--- config.mk ---
export PLATFORM = sky130hd
export DESIGN_NAME = move_sched
export DESIGN_NICKNAME = d
export VERILOG_FILES = /design/src/rtl/move_sched_pkg.sv /design/src/rtl/move_fifo.sv /design/src/rtl/move_sched.sv
export SDC_FILE = /design/constraint.sdc
export NUM_CORES = 1
export LEC_CHECK = 0
export BUFFER_PORTS_ARGS = -buffer_cell sky130_fd_sc_hd__buf_2
export CORE_MARGIN = 2
export CORE_UTILIZATION = 45
export DETAILED_ROUTE_END_ITERATION = 8
export PLACE_DENSITY_LB_ADDON = 0.12
export SLEW_MARGIN = 20
export SYNTH_ARGS = -nofsm -noshare
export SYNTH_HDL_FRONTEND = slang
export SYNTH_HIERARCHICAL = 1
export SYNTH_SLANG_ARGS = --single-unit
--- constraint.sdc ---
create_clock -name clk -period 4.5 [get_ports clk]
set_clock_uncertainty 0.05 [all_clocks]
set_input_delay 0.9 -clock clk [delete_from_list [all_inputs] [get_ports clk]]
set_output_delay 0.9 -clock clk [all_outputs]
set_load 0.01 [all_outputs]
--- src/rtl/move_sched_pkg.sv ---
// Shared types for the move scheduler: move opcodes, arbitration sources, slot states
// and the simultaneous-key priority encoder (down > up > left > right).
package move_sched_pkg;

  localparam int OP_W = 3;

  typedef enum logic [OP_W-1:0] {
    OP_LEFT  = 3'd0,
    OP_RIGHT = 3'd1,
    OP_ROT   = 3'd2,
    OP_DOWN  = 3'd3,
    OP_GRAV  = 3'd4
  } op_e;

  typedef enum logic {
    SRC_KEY  = 1'b0,
    SRC_GRAV = 1'b1
  } src_e;

  typedef enum logic {
    SLOT_EMPTY = 1'b0,
    SLOT_FULL  = 1'b1
  } slot_e;

  // Bit positions of the key pulses in the packed key vector
  localparam int KEY_BIT_LEFT  = 0;
  localparam int KEY_BIT_RIGHT = 1;
  localparam int KEY_BIT_UP    = 2;
  localparam int KEY_BIT_DOWN  = 3;

  typedef struct packed {
    logic vld;
    logic multi;
    op_e  op;
  } key_enc_t;

  function automatic key_enc_t key_encode(input logic [3:0] keys);
    key_enc_t e;
    e.vld   = |keys;
    e.multi = ($countones(keys) > 1);
    if (keys[KEY_BIT_DOWN])      e.op = OP_DOWN;
    else if (keys[KEY_BIT_UP])   e.op = OP_ROT;
    else if (keys[KEY_BIT_LEFT]) e.op = OP_LEFT;
    else                         e.op = OP_RIGHT;
    return e;
  endfunction

endpackage

--- src/rtl/move_fifo.sv ---
// Synchronous key-move queue: DEPTH (power of 2) entries, registered count, flush.
// Read data is combinational from the head; a push into a full queue is taken only with a coincident pop.
module move_fifo
  import move_sched_pkg::*;
#(
  parameter int DEPTH = 4,
  parameter int W     = OP_W,
  localparam int AW   = $clog2(DEPTH)
) (
  input  logic         clk,
  input  logic         rst,
  input  logic         flush,
  input  logic         push,
  input  logic [W-1:0] push_dat,
  input  logic         pop,
  output logic [W-1:0] pop_dat,
  output logic [AW:0]  cnt,
  output logic         full,
  output logic         empty
);

  localparam logic [AW:0] FULL_CNT = (AW+1)'(DEPTH);

  logic [W-1:0]  mem [DEPTH];
  logic [AW-1:0] wr_ptr;
  logic [AW-1:0] rd_ptr;
  logic          do_push;
  logic          do_pop;

  assign full    = (cnt == FULL_CNT);
  assign empty   = (cnt == '0);
  assign do_pop  = pop & ~empty;
  assign do_push = push & (~full | do_pop);
  assign pop_dat = mem[rd_ptr];

  always_ff @(posedge clk) begin
    if (do_push) mem[wr_ptr] <= push_dat;
  end

  always_ff @(posedge clk) begin
    if (rst || flush) begin
      wr_ptr <= '0;
      rd_ptr <= '0;
      cnt    <= '0;
    end else begin
      if (do_push) wr_ptr <= wr_ptr + AW'(1);
      if (do_pop)  rd_ptr <= rd_ptr + AW'(1);
      case ({do_push, do_pop})
        2'b10:   cnt <= cnt + (AW+1)'(1);
        2'b01:   cnt <= cnt - (AW+1)'(1);
        default: ;
      endcase
    end
  end

endmodule

--- src/rtl/move_sched.sv ---
// Queues key pulses, generates level-scaled gravity ticks, round-robins both onto one valid/ready move slot.
// Key pulse -> valid in 2 clks; slot holds under !mv_ready and reloads on accept (1 move/clk); MOVE_SCHED_DBG_EN adds drop_cnt.
module move_sched
  import move_sched_pkg::*;
#(
  parameter int FIFO_DEPTH = 4,
  parameter int GRAV_DIV   = 25000000,
  parameter int CNT_W      = 25,
  localparam int FCW       = $clog2(FIFO_DEPTH) + 1
) (
  input  logic            clk,
  input  logic            rst,
  input  logic            enable,
  input  logic [2:0]      level,
  input  logic            key_left,
  input  logic            key_right,
  input  logic            key_up,
  input  logic            key_down,
  output logic            mv_valid,
  output logic [OP_W-1:0] mv_op,
  input  logic            mv_ready,
  output logic [FCW-1:0]  fifo_cnt,
  output logic            ovf
`ifdef MOVE_SCHED_DBG_EN
  ,output logic [7:0]     drop_cnt
`endif
);

  logic [3:0]      keys;
  key_enc_t        enc;
  logic            key_req;
  logic            fifo_full;
  logic            fifo_empty;
  logic            fifo_pop;
  logic [OP_W-1:0] fifo_dat;
  logic            key_pend;
  logic            grav_av;
  logic            any_pend;
  logic            accept;
  logic            load;
  logic            drop;
  logic            down_acc;
  src_e            gnt;
  src_e            rr_q;
  slot_e           state_q;
  slot_e           state_d;
  op_e             op_q;
  logic            grav_pend;
  logic [CNT_W-1:0] grav_cnt;
  logic [CNT_W-1:0] period;
  logic [CNT_W:0]   cnt_inc;
  logic             term;

  assign keys    = {key_down, key_up, key_right, key_left};
  assign enc     = key_encode(keys);
  assign key_req = enable & enc.vld;

  // A full queue still takes the key when the slot pops it in the same cycle
  assign drop = key_req & (enc.multi | (fifo_full & ~fifo_pop));

  move_fifo #(
    .DEPTH (FIFO_DEPTH),
    .W     (OP_W)
  ) u_fifo (
    .clk      (clk),
    .rst      (rst),
    .flush    (!enable),
    .push     (key_req),
    .push_dat (enc.op),
    .pop      (fifo_pop),
    .pop_dat  (fifo_dat),
    .cnt      (fifo_cnt),
    .full     (fifo_full),
    .empty    (fifo_empty)
  );

  assign key_pend = enable & ~fifo_empty;
  assign grav_av  = enable & grav_pend;
  assign any_pend = key_pend | grav_av;
  assign mv_valid = (state_q == SLOT_FULL);
  assign mv_op    = op_q;
  assign accept   = mv_valid & mv_ready;
  assign down_acc = accept & (op_q == OP_DOWN);

  always_comb begin
    gnt = rr_q;
    if (key_pend && !grav_av)      gnt = SRC_KEY;
    else if (!key_pend && grav_av) gnt = SRC_GRAV;
  end

  always_comb begin
    state_d = state_q;
    load    = 1'b0;
    case (state_q)
      SLOT_EMPTY: begin
        if (any_pend) begin
          state_d = SLOT_FULL;
          load    = 1'b1;
        end
      end
      SLOT_FULL: begin
        if (accept) begin
          load = any_pend;
          if (!any_pend) state_d = SLOT_EMPTY;
        end
      end
      default: state_d = SLOT_EMPTY;
    endcase
  end

  assign fifo_pop = load & (gnt == SRC_KEY);

  always_ff @(posedge clk) begin
    if (rst) begin
      state_q <= SLOT_EMPTY;
      op_q    <= OP_LEFT;
      rr_q    <= SRC_KEY;
    end else begin
      state_q <= state_d;
      if (load) begin
        op_q <= (gnt == SRC_KEY) ? op_e'(fifo_dat) : OP_GRAV;
        rr_q <= (gnt == SRC_KEY) ? SRC_GRAV : SRC_KEY;
      end
    end
  end

  // Terminal test is ">=" so a level change that shortens the period wraps at once
  assign period  = CNT_W'(GRAV_DIV >> level);
  assign cnt_inc = {1'b0, grav_cnt} + {{CNT_W{1'b0}}, 1'b1};
  assign term    = (cnt_inc >= {1'b0, period});

  always_ff @(posedge clk) begin
    if (rst || !enable || down_acc) begin
      grav_cnt  <= '0;
      grav_pend <= 1'b0;
    end else begin
      grav_cnt <= term ? '0 : cnt_inc[CNT_W-1:0];
      if (term)                          grav_pend <= 1'b1;
      else if (load && gnt == SRC_GRAV)  grav_pend <= 1'b0;
    end
  end

  always_ff @(posedge clk) begin
    if (rst)       ovf <= 1'b0;
    else if (drop) ovf <= 1'b1;
  end

`ifdef MOVE_SCHED_DBG_EN
  logic [2:0] n_drop;
  logic [8:0] drop_sum;

  always_comb begin
    n_drop = 3'd0;
    if (key_req) begin
      n_drop = 3'($countones(keys)) - 3'd1;
      if (fifo_full && !fifo_pop) n_drop = n_drop + 3'd1;
    end
  end

  assign drop_sum = {1'b0, drop_cnt} + {6'd0, n_drop};

  always_ff @(posedge clk) begin
    if (rst) drop_cnt <= '0;
    else     drop_cnt <= drop_sum[8] ? 8'hFF : drop_sum[7:0];
  end
`endif

endmodule

==> results.md, run 1 <==
* Row count at 31
* Fmax at 309 MHz
* RSZ-0062 raised after global routing: no
* Seq/Total Area, Yosys at 0.355
* Total congestion overflow at 0
* Register area at 1180 um^2
* Critical path launch point type: flip-flop
* Routed vias/inst at 5.27
* N_diodes at 0
* I/O pin count at 19
* Footprint of the multi-input gates at 2020 um^2
* Clk root buf: clkbuf_8
* Fin Setup TNS at 0 ns
* Ys Warns at 6
* Detailed Route WL at 6580 um
* Post-synth EDFFs at 12
* Initial antenna violation count at 0
* Finish-stage setup viols at 0
* Most frequent cells in the layout: dfxtp_1 (41), nor2_1 (33), ha_1 (31)
* Max-cap violation count at 0
* # port buffers at 18
* VDD IR max at 0.225 mV
* Total GRT Usage at 0.172
* Via count at 2454
* CTS Sinks at 53
* Placeable Area at 7210 um^2
* Initial Util at 0.461
* CP Capture Type: flip-flop
* Nets@finish at 410
* Hold-fix buffer count after cts at 0
* Least-Margin Pin Slew at 0.730 ns
* Kind of critical path: flip-flop to flip-flop
* Largest net degree at the start of global routing at 19
* Width of the die at 90 um
* Arrival time at the worst endpoint at 3.38 ns
* Flops & latches, synth at 53
* Initial DRC count at 108
* First-pass GRT wire length at 11300 um
* Num CTS Buffers at 5
* Max Transition Viols Final at 0
* CTS H-Tree Depth at 2
* CP cell instances: and4_4, and4_1, nand4_1, xnor2_1, ha_1, a21oi_1, o21a_1, o21ai_0, nor2_4, nand2b_4, nor3b_1
* DRC Markers at 0
* Clock buffer depth at 2
* Slew margin rel. at 0.508
* Asr flop ratio synth at 0
* Static Leak at 1.47 nW
* Req. time, crit path at 4.64 ns
* Height of the chip at 90 um
* Die ar. at 8100 um^2
* Post-DP HPWL at 5240 um
* Antenna viol nets, final at 0
* Final Hold Vio Count at 0
* CP Max Fanout at 16
* Vias in the first global route at 2330
* DR pass1 iterations at 4
* Synth Cell Area at 3330 um^2
* Most common cell after layout, fill and taps aside: dfxtp_1
* Hold Crit Class: flip-flop to flip-flop
* Worst-path clk slew at 0.10 ns
* Post-cts sizing count at 0
* Cells after DPL at 458
* Gate Count Post-Synth at 345
* Period utilisation layout at 0.720
* Share of cells above drive strength 1 at 0.161
* P&R area growth vs syn at 8.68%
* Top_reg_cell synth: dfxtp_1
* Slowest CP cell: o21ai_0
* Routed wire per std cell at 14.1 um
* Fin cells at 466
* Worst skew pair latency at 0.30 ns
* Placer Congestion at 0.840
* CTS tree: yes
* Pwr dens at 251 nW/um^2
* Syn avg cell area at 9.65 um^2
* Fill count at 693
* Min cycle time layout at 3.24 ns
* Setup bufs post-CTS at 0
* Slowest stage delay, CP at 0.57 ns
* Status: finished clean
* Synth cell types at 59
-- stage by stage --
| stage | util | worst slack (ns) | hold WS (ns) | power (mW) | instance area [um^2] |
|---|---|---|---|---|---|
| after floorplan | - | 0.878 | 0.428 | 0.568 | 3340 |
| after global placement | 0.485 | 1.10 | 0.401 | 0.588 | 3500 |
| after detailed placement | 0.485 | 1.05 | 0.426 | 0.589 | 3500 |
| after CTS | 0.501 | 1.20 | 0.451 | 0.920 | 3620 |
| after global routing | 0.501 | 0.955 | 0.489 | 0.952 | 3620 |
| final | 0.501 | 1.26 | 0.438 | 0.907 | 3620 |
-- synthesized netlist by cell type, types with 4 or more instances --
| library cell | count | area share |
|---|---|---|
| a21o_1 | 4 | 0.0090 |
| nor3_1 | 4 | 0.0060 |
| nor2_1 | 33 | 0.037 |
| xnor2_1 | 23 | 0.061 |
| nor3b_1 | 7 | 0.016 |
| o21ai_0 | 11 | 0.017 |
| nand4_1 | 8 | 0.015 |
| dfxtp_1 | 41 | 0.25 |
| nand2b_1 | 4 | 0.0075 |
| and2_1 | 7 | 0.013 |
| a21oi_1 | 17 | 0.026 |
| nand2_1 | 25 | 0.028 |
| nor3b_2 | 10 | 0.038 |
| edfxtp_1 | 12 | 0.11 |
| xor2_1 | 7 | 0.018 |
| and3_1 | 6 | 0.011 |
| inv_1 | 20 | 0.023 |
| ha_1 | 31 | 0.12 |
| or3_1 | 5 | 0.0094 |
| nand3_1 | 12 | 0.018 |
-- flip-flops by register name, indices dropped and copies added (netlist names), named ones only --
name           flops
grav_cnt          25
u_fifo/mem        12
mv_op              3
u_fifo/cnt         3
u_fifo/rd_ptr      2
u_fifo/wr_ptr      2
grav_pend          1
mv_valid           1
ovf                1
rr_q               1
-- cell type report --
class | instances | share of cell area
clock buffer | 5 | 0.0190
clock inverter | 3 | 0.0131
inverter | 20 | 0.0208
multi-input combinational | 266 | 0.557
sequential | 53 | 0.327
tap | 99 | 0.0342
timing repair buffer | 20 | 0.0291
-- final timing paths --
kind	start	to	slack (ns)	depth (start not counted)
setup / recovery	grav_cnt[5]	grav_cnt[18]	1.26	11
hold / removal	ovf	ovf	0.44	2
setup reg to reg	grav_cnt[5]	grav_cnt[18]	1.26	11
hold reg to reg	ovf	ovf	0.44	2
-- routing by layer --
layer  vias up  part of all wire  track usage
met4         0             0.011       0.0462
li1       1260                 -            -
met5         -                 0            0
met3         6             0.021       0.0235
met1      1158              0.46        0.219
met2        30              0.51        0.307
-- worst max-delay path, delay by kind of cell, from the launching register on --
| family | cells | cell delay [ns] |
|---|---|---|
| compound gates | 3 | 0.81 |
| xor+xnor | 1 | 0.20 |
| fa+ha+maj | 1 | 0.32 |
| flops | 1 | 0.42 |
| simple gates | 6 | 1.31 |
-- kinds of logic after synthesis --
| logic type | after synthesis | synth area share |
|---|---|---|
| fa+ha+maj | 33 | 0.129 |
| mux | 5 | 0.0263 |
| buf+inv | 29 | 0.0429 |
| simple gates | 141 | 0.256 |
| compound gates | 53 | 0.111 |
| other cells | 1 | 0.00113 |
| xor+xnor | 30 | 0.0789 |
| flops | 53 | 0.355 |
-- where the power goes --
group	internal (mW)	switching, mW
combinational	0.0307	0.0498
clock	0.170	0.160
sequential	0.493	0.00463
(Power assumes the default switching activity.)
==> inputs of run 2 (changes only) <==
==> constraint.sdc (replaced) <==
create_clock -name clk -period 3.3 [get_ports clk]
set_clock_uncertainty 0.05 [all_clocks]
set_input_delay 0.66 -clock clk [delete_from_list [all_inputs] [get_ports clk]]
set_output_delay 0.66 -clock clk [all_outputs]
set_load 0.01 [all_outputs]
==> run 2 against run 1 <==
  * Via count up 0.77%
  * Clock power grew 15%
  * Worst hold slack worse by 0.0077 ns
  * Flip-flop and latch count is the same
  * Clock-buffer cell count stayed put
  * First-iteration DRC count is 4.6% higher
  * Critical path depth is 2 higher
  * Utilization rose by 0.95 points
  * Setup slack got worse by 1.1 ns
  * Routed wire length up 2.5%
  * Largest cell class unchanged
==> results.md, run 2 (synthesized netlist as in run 1, its figures left out) <==
* Status: finished clean
* Most frequent cells in the layout: dfxtp_1 (41), nor2_1 (33), ha_1 (30)
* Initial DRC count at 113 (+4.6%)
* Total GRT Usage at 0.176 (+0.00389)
* Slew margin rel. at 0.623 (+0.115)
* Largest net degree at the start of global routing at 19 (unchanged)
* Detailed Route WL at 6740 um (+2.5%)
* Fin Setup TNS at 0 ns (unchanged)
* VDD IR max at 0.323 mV (+44%)
* CTS tree: yes
* Routed wire per std cell at 14.2 um (+0.31%)
* Kind of critical path: flip-flop to flip-flop
* Max reg flops at 25 (unchanged)
* CTS H-Tree Depth at 2 (unchanged)
* # port buffers at 18 (unchanged)
* Row count at 31 (unchanged)
* Post-DP HPWL at 5410 um (+3.1%)
* Largest register by flop count: grav_cnt
* Vias in the first global route at 2473 (+6.1%)
* PnR worst setup slack at 0.207 ns (-1.05 ns)
* Total congestion overflow at 0 (unchanged)
* I/O pin count at 19 (unchanged)
* Worst-path clk slew at 0.11 ns (about the same)
* Hold Crit Class: flip-flop to flip-flop
* Clock buffer depth at 2 (unchanged)
* Req. time, crit path at 3.52 ns (-1.12 ns)
* Pwr dens at 318 nW/um^2 (+27%)
* Min cycle time layout at 3.09 ns (-0.146 ns)
* Slowest CP cell: dfxtp_1
* Arrival time at the worst endpoint at 3.31 ns (-0.07 ns)
* Setup bufs post-CTS at 0 (unchanged)
* Antenna viol nets, final at 0 (unchanged)
* Biggest regs: grav_cnt x25, u_fifo/mem x12
* Fmax at 323 MHz (+4.7%)
* DR pass1 iterations at 4 (unchanged)
* Fill count at 708 (+2.2%)
* Slowest stage delay, CP at 0.43 ns (-0.14 ns)
* Nets@finish at 420 (+2.4%)
* Most common cell after layout, fill and taps aside: dfxtp_1
* Static Leak at 1.52 nW (+3.1%)
* Final Hold Vio Count at 0 (unchanged)
* CP Capture Type: flip-flop
* Height of the chip at 90 um (unchanged)
* Critical path launch point type: flip-flop
* DRC Markers at 0 (unchanged)
* Clk root buf: clkbuf_8
* Routed vias/inst at 5.20 (-1.3%)
* Worst skew pair latency at 0.31 ns (about the same)
* Max Transition Viols Final at 0 (unchanged)
* CP Max Fanout at 12 (-4)
* Width of the die at 90 um (unchanged)
* Placeable Area at 7210 um^2 (unchanged)
* CP cell instances: ha_2, nand2_2, or3_1, nand2b_1, xnor2_1, ha_1, nand3_1, nor3_1, and3_1, o41ai_4, nand2_1, buf_4, o21ba_2
* First-pass GRT wire length at 11700 um (+3.6%)
* Share of cells above drive strength 1 at 0.191 (+0.0302)
* Placer Congestion at 0.780 (-7.1%)
* Die ar. at 8100 um^2 (unchanged)
* P&R area growth vs syn at 10.8%
* N_diodes at 0 (unchanged)
* Period utilisation layout at 0.937 (+0.217)
* Initial Util at 0.461 (unchanged)
* RSZ-0062 raised after global routing: no
* Via count at 2473 (+0.77%)
* CTS Sinks at 53 (unchanged)
* Least-Margin Pin Slew at 0.559 ns (-0.170 ns)
* Max-cap violation count at 0 (unchanged)
* Initial antenna violation count at 0 (unchanged)
* Finish-stage setup viols at 0 (unchanged)
* Dpl ws at 0.154 ns (-0.897 ns)
* Num CTS Buffers at 5 (unchanged)
-- run 2: final timing paths --
kind          startpoint        end  slack (ns)  cells after the start
max          grav_cnt[0]  grav_pend        0.21                     13
min                  ovf        ovf        0.43                      2
max reg2reg  grav_cnt[0]  grav_pend        0.21                     13
min reg2reg          ovf        ovf        0.43                      2
-- run 2: power by group --
part           internal (mW)  switching [mW]  leakage [nW]  total, mW
combinational         0.0449          0.0683          1.04      0.113
clock                  0.154           0.226        0.0447      0.379
sequential             0.672         0.00632         0.440      0.678
-- run 2: stage by stage --
step / util / std cells / cell area [um^2] / total power, mW / hold WS, ns
4_1_cts: 0.510 / 476 / 3680 / 1.19 / 0.437
5_1_grt: 0.511 / 476 / 3690 / 1.22 / 0.484
3_3_place_gp: 0.497 / 468 / 3580 / 0.805 / 0.403
6_report: 0.511 / 476 / 3690 / 1.17 / 0.431
2_1_floorplan: - / 348 / 3350 / 0.775 / 0.428
3_5_place_dp: 0.497 / 468 / 3580 / 0.807 / 0.411
-- run 2: worst max-delay path: cells and delay by family, from the launching register on --
kind	cells	cell delay, ns
xor+xnor	1	0.15
buf+inv	1	0.22
simple gates	7	1.36
compound gates	2	0.27
fa+ha+maj	2	0.56
flops	1	0.43
-- run 2: what timing repair did --
action | CTS | global route
endpoints found under the hold margin | 0 | 0
hold buffers | 0 | 0
setup endpoints to repair | 0 | 9
gates resized for setup | 0 | 2
-- run 2: area by class of cell --
type,count,area (um^2),area share
clock inverters,3,25.0,0.00679
clock buffers,5,68.8,0.0187
repair buffers,30,180,0.0489
well taps,99,124,0.0336
flip-flops and latches,53,1180,0.320
multi-input cells,266,2030,0.551
inverters,20,75.1,0.0204
-- run 2: metal layers --
layer	GRT usage	vias up	routed length, um
met5	0	-	0
met3	0.0319	8	219
met2	0.298	35	3230
met4	0.0513	0	92
li1	-	1287	-
met1	0.231	1143	3200
